<file path="src/rtl/vec_int_ctrl.sv">
// Vectored interrupt controller: edge-latched pending bits, mask register,
// run-time writable vector table and a req/ack/done handshake FSM.
// Ports: clk, clr (async active-low reset), ints, intMask/ldMask,
//   intDisable, vecWrEn/vecWrAddr/vecWrData, intAck, intDone ->
//   isrAddr, activeId, intPending, inService
//   (+ nestDepth when INT_NEST_EN is defined).
// Optional macro INT_NEST_EN enables preemption by higher-priority sources.
module vec_int_ctrl #(
   parameter int pcWidth = 8,
   parameter int addrLen = 3
)(
   input  logic                    clk,
   input  logic                    clr,
   input  logic [2**addrLen-1:0]   ints,
   input  logic [2**addrLen-1:0]   intMask,
   input  logic                    ldMask,
   input  logic                    intDisable,
   input  logic                    vecWrEn,
   input  logic [addrLen-1:0]      vecWrAddr,
   input  logic [pcWidth-1:0]      vecWrData,
   input  logic                    intAck,
   input  logic                    intDone,
`ifdef INT_NEST_EN
   output logic [addrLen:0]        nestDepth,
`endif
   output logic [pcWidth-1:0]      isrAddr,
   output logic [addrLen-1:0]      activeId,
   output logic                    intPending,
   output logic                    inService
);

   localparam int nInts = 2**addrLen;

   typedef enum logic [1:0] {IDLE, REQ, SERVICE} state_t;

   state_t               state, state_nxt;
   logic [nInts-1:0]     prev, pending, mask;
   logic [nInts-1:0]     edges, eligible, clr_bit;
   logic [pcWidth-1:0]   vec [nInts];
   logic [addrLen-1:0]   winner;
   logic                 any_elig;
   logic                 cap, take;

`ifdef INT_NEST_EN
   logic [addrLen:0]     depth, depth_m1;
   logic [addrLen-1:0]   stk_id   [nInts];
   logic [pcWidth-1:0]   stk_addr [nInts];
   logic                 push, pop;

   assign depth_m1  = depth - 1'b1;
   assign nestDepth = depth;
`endif

   assign edges    = ints & ~prev;
   assign eligible = pending & mask;
   assign any_elig = |eligible;

   // Lowest eligible index wins.
   always_comb begin
      winner = '0;
      for (int i = nInts-1; i >= 0; i--)
         if (eligible[i]) winner = addrLen'(i);
   end

   always_comb begin
      state_nxt = state;
      cap       = 1'b0;
      take      = 1'b0;
`ifdef INT_NEST_EN
      push      = 1'b0;
      pop       = 1'b0;
`endif
      unique case (state)
         IDLE:
            if (any_elig && !intDisable) begin
               cap       = 1'b1;
               state_nxt = REQ;
            end
         REQ:
            if (intAck && !intDisable) begin
               take      = 1'b1;
               state_nxt = SERVICE;
            end
         SERVICE: begin
`ifdef INT_NEST_EN
            // Return has priority over a same-cycle preemption.
            if (intDone) begin
               if (depth != '0) pop = 1'b1;
               else state_nxt = IDLE;
            end else if (any_elig && !intDisable
                         && winner < activeId) begin
               push      = 1'b1;
               cap       = 1'b1;
               state_nxt = REQ;
            end
`else
            if (intDone) state_nxt = IDLE;
`endif
         end
         default: state_nxt = IDLE;
      endcase
   end

   assign intPending = (state == REQ) && !intDisable;
   assign inService  = (state == SERVICE);

   // A new edge in the same cycle as the ack-clear keeps the bit set.
   assign clr_bit = take ? (nInts'(1) << activeId) : '0;

   always_ff @(posedge clk or negedge clr) begin
      if (!clr) begin
         state    <= IDLE;
         prev     <= '0;
         pending  <= '0;
         mask     <= '0;
         activeId <= '0;
         isrAddr  <= '0;
         for (int i = 0; i < nInts; i++)
            vec[i] <= pcWidth'(i * 4);
      end else begin
         state   <= state_nxt;
         prev    <= ints;
         pending <= (pending & ~clr_bit) | edges;
         if (ldMask)  mask <= intMask;
         if (vecWrEn) vec[vecWrAddr] <= vecWrData;
         if (cap) begin
            activeId <= winner;
            isrAddr  <= vec[winner];
         end
`ifdef INT_NEST_EN
         if (pop) begin
            activeId <= stk_id[depth_m1[addrLen-1:0]];
            isrAddr  <= stk_addr[depth_m1[addrLen-1:0]];
         end
`endif
      end
   end

`ifdef INT_NEST_EN
   always_ff @(posedge clk or negedge clr) begin
      if (!clr) begin
         depth <= '0;
      end else if (push) begin
         depth <= depth + 1'b1;
      end else if (pop) begin
         depth <= depth_m1;
      end
   end

   // Stack contents are only read below depth, so they need no reset.
   always_ff @(posedge clk) begin
      if (push) begin
         stk_id[depth[addrLen-1:0]]   <= activeId;
         stk_addr[depth[addrLen-1:0]] <= isrAddr;
      end
   end
`endif

endmodule

</file>
<file path="config.mk">
export PLATFORM = sky130hd
export DESIGN_NAME = vec_int_ctrl
export DESIGN_NICKNAME = d
export VERILOG_FILES = /design/src/rtl/vec_int_ctrl.sv
export SDC_FILE = /design/constraint.sdc
export NUM_CORES = 1
export LEC_CHECK = 0
export ABC_AREA = 0
export CORE_MARGIN = 5
export CORE_UTILIZATION = 60
export DETAILED_ROUTE_END_ITERATION = 12
export PLACE_DENSITY = 0.84
export SETUP_SLACK_MARGIN = 0.5
export SLEW_MARGIN = 20
export SYNTH_ARGS = -nofsm -noshare
export SYNTH_HDL_FRONTEND = slang
export SYNTH_SLANG_ARGS = --single-unit
</file>
<file path="constraint.sdc">
create_clock -name clk -period 3.8 [get_ports clk]
set_clock_uncertainty 0.2 [all_clocks]
set_input_delay 1.14 -clock clk [delete_from_list [all_inputs] [get_ports clk]]
set_output_delay 1.14 -clock clk [all_outputs]
set_load 0.05 [all_outputs]
</file>
After elaboration in Yosys (flattened, before gate mapping). Index checks and enable logic that the tools add are counted.

Register bits after elaboration: 101. Output and inout bits: 13. Input bits: 34. Logic and storage cells: 62.

Bitwise operators: 8. Order comparisons: 3. Equal/unequal tests: 5. Reduce and logical (&&, ||, !) cells: 8. Multiplexer cells: 23. Shift operators: 1.

Operators with widths (count): 64-bit bitwise mux (1); 8-bit 2-to-1 mux (4); 8-bit bitwise AND (3); 8-bit binary-select mux with 3-bit select (1); 8-bit demux with 3-bit select (1); 3-bit 2-to-1 mux (8); 8-bit inverter (2); 4-bit greater-or-equal comparator (second input constant) (2); 3-bit inverter with 4-bit output (2); 8-bit bitwise OR (1); 8-bit OR reduction (1); 1-bit by 3-bit << shifter with 8-bit output (first input constant) (1); 2-bit 2-to-1 mux (3); 2-bit != test (second input constant) (3); 2-bit case mux with 3 select lines (1); 1-bit logical AND (4); 4-bit by 1-bit less-than comparator with 1-bit output (second input constant) (1); 1-bit 2-to-1 mux (4); 3-bit AND reduction (1); 2-bit by 1-bit equality test with 1-bit output (second input constant) (1); 2-bit equality test (second input constant) (1); 2-bit logical NOT (1); 1-bit logical NOT (1).

Longest topological paths before layout.
Depth in word-level cells: 13. Gate-level depth with buffers: 8. Depth with buffers taken out: 6.

Least setup slack after synthesis. No wires, ideal clock.

Path kind: in2out. From: input port intDisable. To: output port intPending. Required time: 2.460 ns. Path slack: 0.666 ns. Arrival: 1.794 ns. Cell stages on the path: 1. Buffers on the path: 0. Path through: nor2_1.

Cells in the longest elaborated chain, start to end: 2.

Ends and longest elaborated chain: from (decl) (RTL line 17) `input logic intDisable,`; 1-bit logical NOT (RTL line 104) `assign intPending = (state == REQ) && !intDisable;`; 1-bit logical AND (RTL line 104); to (decl) (RTL line 28) `output logic intPending,`.

Every way passes these cells.

Final worst setup path.
From: register state[0]. To: output port inService.

Cells in the longest elaborated chain, start to end: 1.

Ends and longest elaborated chain: from (decl) (RTL line 36) `state_t state, state_nxt;`; from (signal assigned) (RTL line 121) `state <= state_nxt;`; 2-bit equality test (RTL line 105) `assign inService = (state == SERVICE);`; to (decl) (RTL line 29) `output logic inService`.

Every way passes these cells.

==> key figures <==
Status
  • Status: finished clean

Worst hold path
  • Hold Crit Endpoint: pending[2]
  • Hold path depth: 1
  • HP Start: prev[2]
  • Hold crit path type: reg -> reg

Final layout
  • Nets: ~420
  • Fraction of layout cells with a size suffix above 1: approximately 30%
  • Area delta synth->final: 18.1%
  • Post-Layout Cell Count: 488
  • Final design utilization: 72.5%
  • ANT cells: 0

Setup path
  • Reg2Reg Launch Point: pending[6]
  • CP required: approximately 2.5 ns
  • Endpoint class of the critical path: output port
  • R2r endpoint: isrAddr[3]
  • CP arrival: about 1.7 ns
  • Critical Setup Path Class: reg -> out
  • FF-to-FF setup slack: between 1 and 1.5 ns
  • Critical path launch point type: register
  • Worst Setup SP: state[0]
  • CP max FO: 4
  • Reg2reg path depth: 6

Pwr
  • Pwr/cell area: 603 nW/um2
  • Worst vdd ir: about 0.00044 V
  • Overall Power: 3.15 mW
  • LEAKAGE: roughly 2.3 nW

Yosys
  • Post-synthesis simple-gate area fraction: 7.49%
  • Syn Inst Count: approximately 330
  • Yosys warns: 0
  • Adder-cell area share of the yosys netlist: 0%
  • Avg Inst Size Synth: between 10 and 15 um2
  • Top_reg_cell synth: dfrtp_1
  • Post-Synth XOR/XNOR Area: 0%
  • Synthesized Nets: 363
  • Sequential share of the synthesized area: between 50 and 60%
  • Flops & latches, synth: between 100 and 150
  • Largest family of logic cells by synthesized area: multiplexers
  • Post-synthesis compound-gate area fraction: under 10%
  • EDFF count, synth: 0
  • Async set-reset flop share out of synthesis: 100%
  • Mux contribution to synthesized area: around a quarter
  • Post-Synthesis Cell Area: 4430 um2
  • Yosys cell types: 37

Placement
  • Cell count after placement: ~470
  • GP Congestion: around 0.86
  • Post-DP HPWL: between 6 and 7 mm
  • # port buffers: between 40 and 50
  • Pre-CTS WS: 0.452 ns

CTS
  • CTS tree: yes
  • CTS root buffer: clkbuf_8
  • Clock latency on the worst-skew pair: roughly 0.35 ns
  • H-tree levels: 3
  • CTS Sinks: 101
  • Hold-fix buffers, CTS: 0
  • CTS clk-pin slew, worst paths: roughly 0.09 ns
  • CTS max path bufs: 2
  • CTS Buf Count: 9

STA
  • Achievable Freq: 326 MHz
  • Slew Viols, Final: 0
  • Setup violators final: 0
  • Tcrit/Tclk final: between 80 and 90%
  • Setup TNS: 0 ns
  • Tightest Pin Transition: 0.723 ns
  • Worst setup margin: about 0.73 ns
  • Crit path time final: around 3.1 ns
  • Slew margin rel.: about half
  • Hold Vio Cnt, Final: 0
  • Unrepaired setup endpoints after global routing: false

Global routing
  • Number of antenna violations at the first check in global routing: 0
  • Global-route wire length before repair: around 15 mm
  • Vias in the first global route: approximately 2900
  • Total gr overflow: 0
  • All-Layer GR Usage: roughly 22%
  • Largest net degree at the start of global routing: just under 60

Die
  • Ports: between 40 and 50
  • FP Rows: 31
  • Die area: roughly 9200 um2
  • Horiz. Die Dim: around 96 um
  • Core area: a little over 7000 um2
  • Initial Util: around 60%
  • Chip height: 95.9 um

Route
  • Drt initial violations: between 100 and 150
  • Total wire length: slightly below 9 mm
  • DR WL/cell: around 18 um
  • Drc violations: 0
  • Routed Antenna Nets: 0
  • Via-per-instance ratio: ~5.8
  • DR pass1 iterations: 6
  • Via count: 2830

Job
  • Max-cap violations: 0
stage by stage:
stage	hold slack [ns]	cell area (um2)
detailed placement	0.215	5030
CTS	0.223	5230
finish	0.211	5230
floorplan	0.192	4430
global route	0.231	5230
global placement	0.201	5030
placed cells by master (no fill, tap or decap), types with 2 or more instances in the layout:
| master | Yosys | routed |
|---|---|---|
| a21oi_1 | 6 | 5 |
| or3_1 | 9 | 9 |
| clkbuf_1 | 5 | 2 |
| nor3b_2 | 2 | 2 |
| nand2_1 | 11 | 11 |
| nor3_2 | 2 | 2 |
| nor2_1 | 5 | 4 |
| dfrtp_1 | 89 | 89 |
| mux2i_1 | 32 | 32 |
| clkbuf_8 | 0 | 10 |
| clkdlybuf4s50_1 | 0 | 43 |
| buf_4 | 1 | 8 |
| o22ai_1 | 17 | 17 |
| and2_1 | 2 | 2 |
| inv_1 | 9 | 9 |
| a22oi_1 | 2 | 2 |
| nor2b_1 | 10 | 10 |
| o31ai_1 | 2 | 2 |
| mux2_2 | 71 | 71 |
| buf_12 | 0 | 2 |
| dfstp_2 | 12 | 12 |
| nand4b_1 | 3 | 3 |
| clkinv_2 | 0 | 2 |
| a22o_1 | 2 | 2 |
| o21ai_0 | 14 | 14 |
| nand2b_1 | 6 | 6 |
| nor2_2 | 1 | 2 |
sequential cells by signal (all words and copies together), names as in the netlist:
register,cells
isrAddr,8
prev,8
state,2
mask,8
vec,64
activeId,3
pending,8
cell type report:
class,instances,area (um2)
flip-flops and latches,101,2540
well taps,99,124
inverters,9,33.8
clock buffers,12,145
repair buffers,54,543
fillers,522,1980
clock inverters,4,47.5
multi-input cells,209,1790
power breakdown:
group	internal (mW)	switching (mW)	leakage (nW)	total, mW
Sequential	1.33	0.160	1.17	1.49
Clock	0.321	0.343	0.0964	0.664
Combinational	0.458	0.539	1.05	0.997
worst max-delay path by stage:
| stage | to | depth (start not counted) |
|---|---|---|
| after detailed placement | intPending | 3 |
| after floorplan | intPending | 1 |
| after CTS | intPending | 3 |
| final | inService | 2 |
| after global placement | intPending | 3 |
| after global routing | inService | 2 |
cells in the mapped netlist (5+ instances only):
cell type	n	area share, %
nand2b_1	6	0.85
a21oi_1	6	0.68
mux2i_1	32	7.2
clkbuf_1	5	0.42
nor2_1	5	0.42
mux2_2	71	18
or3_1	9	1.3
o22ai_1	17	2.4
dfstp_2	12	7.1
nand2_1	11	0.93
inv_1	9	0.76
o21ai_0	14	1.6
nor2b_1	10	1.4
dfrtp_1	89	50
worst max-delay path, stage by stage (launching register included):
cell and delay, ns:
dfrtp_1 0.41, nor2b_1 0.15, clkdlybuf4s50_1 0.82
cell families after synthesis:
kind of cell,count (synthesis)
buffers and inverters,19
flip-flops,101
multiplexers,104
AO/OA/AOI/OAI,50
AND/OR/NAND/NOR,55
metal layers:
| metal | vias up | share of wire, % | global-route usage, % |
|---|---|---|---|
| met5 | - | 0 | 0 |
| met4 | 0 | 1.4 | 7.46 |
| met3 | 11 | 4.7 | 3.05 |
| met2 | 72 | 50 | 36.5 |
| met1 | 1445 | 44 | 28.6 |
| li1 | 1302 | - | - |
repair_timing:
item	in CTS	in global routing
resized for setup	1	1
pin swaps	1	1
setup buffers	0	0
setup endpoints to repair	1	1
No activity file was read; power rests on OpenSTA's default activity.
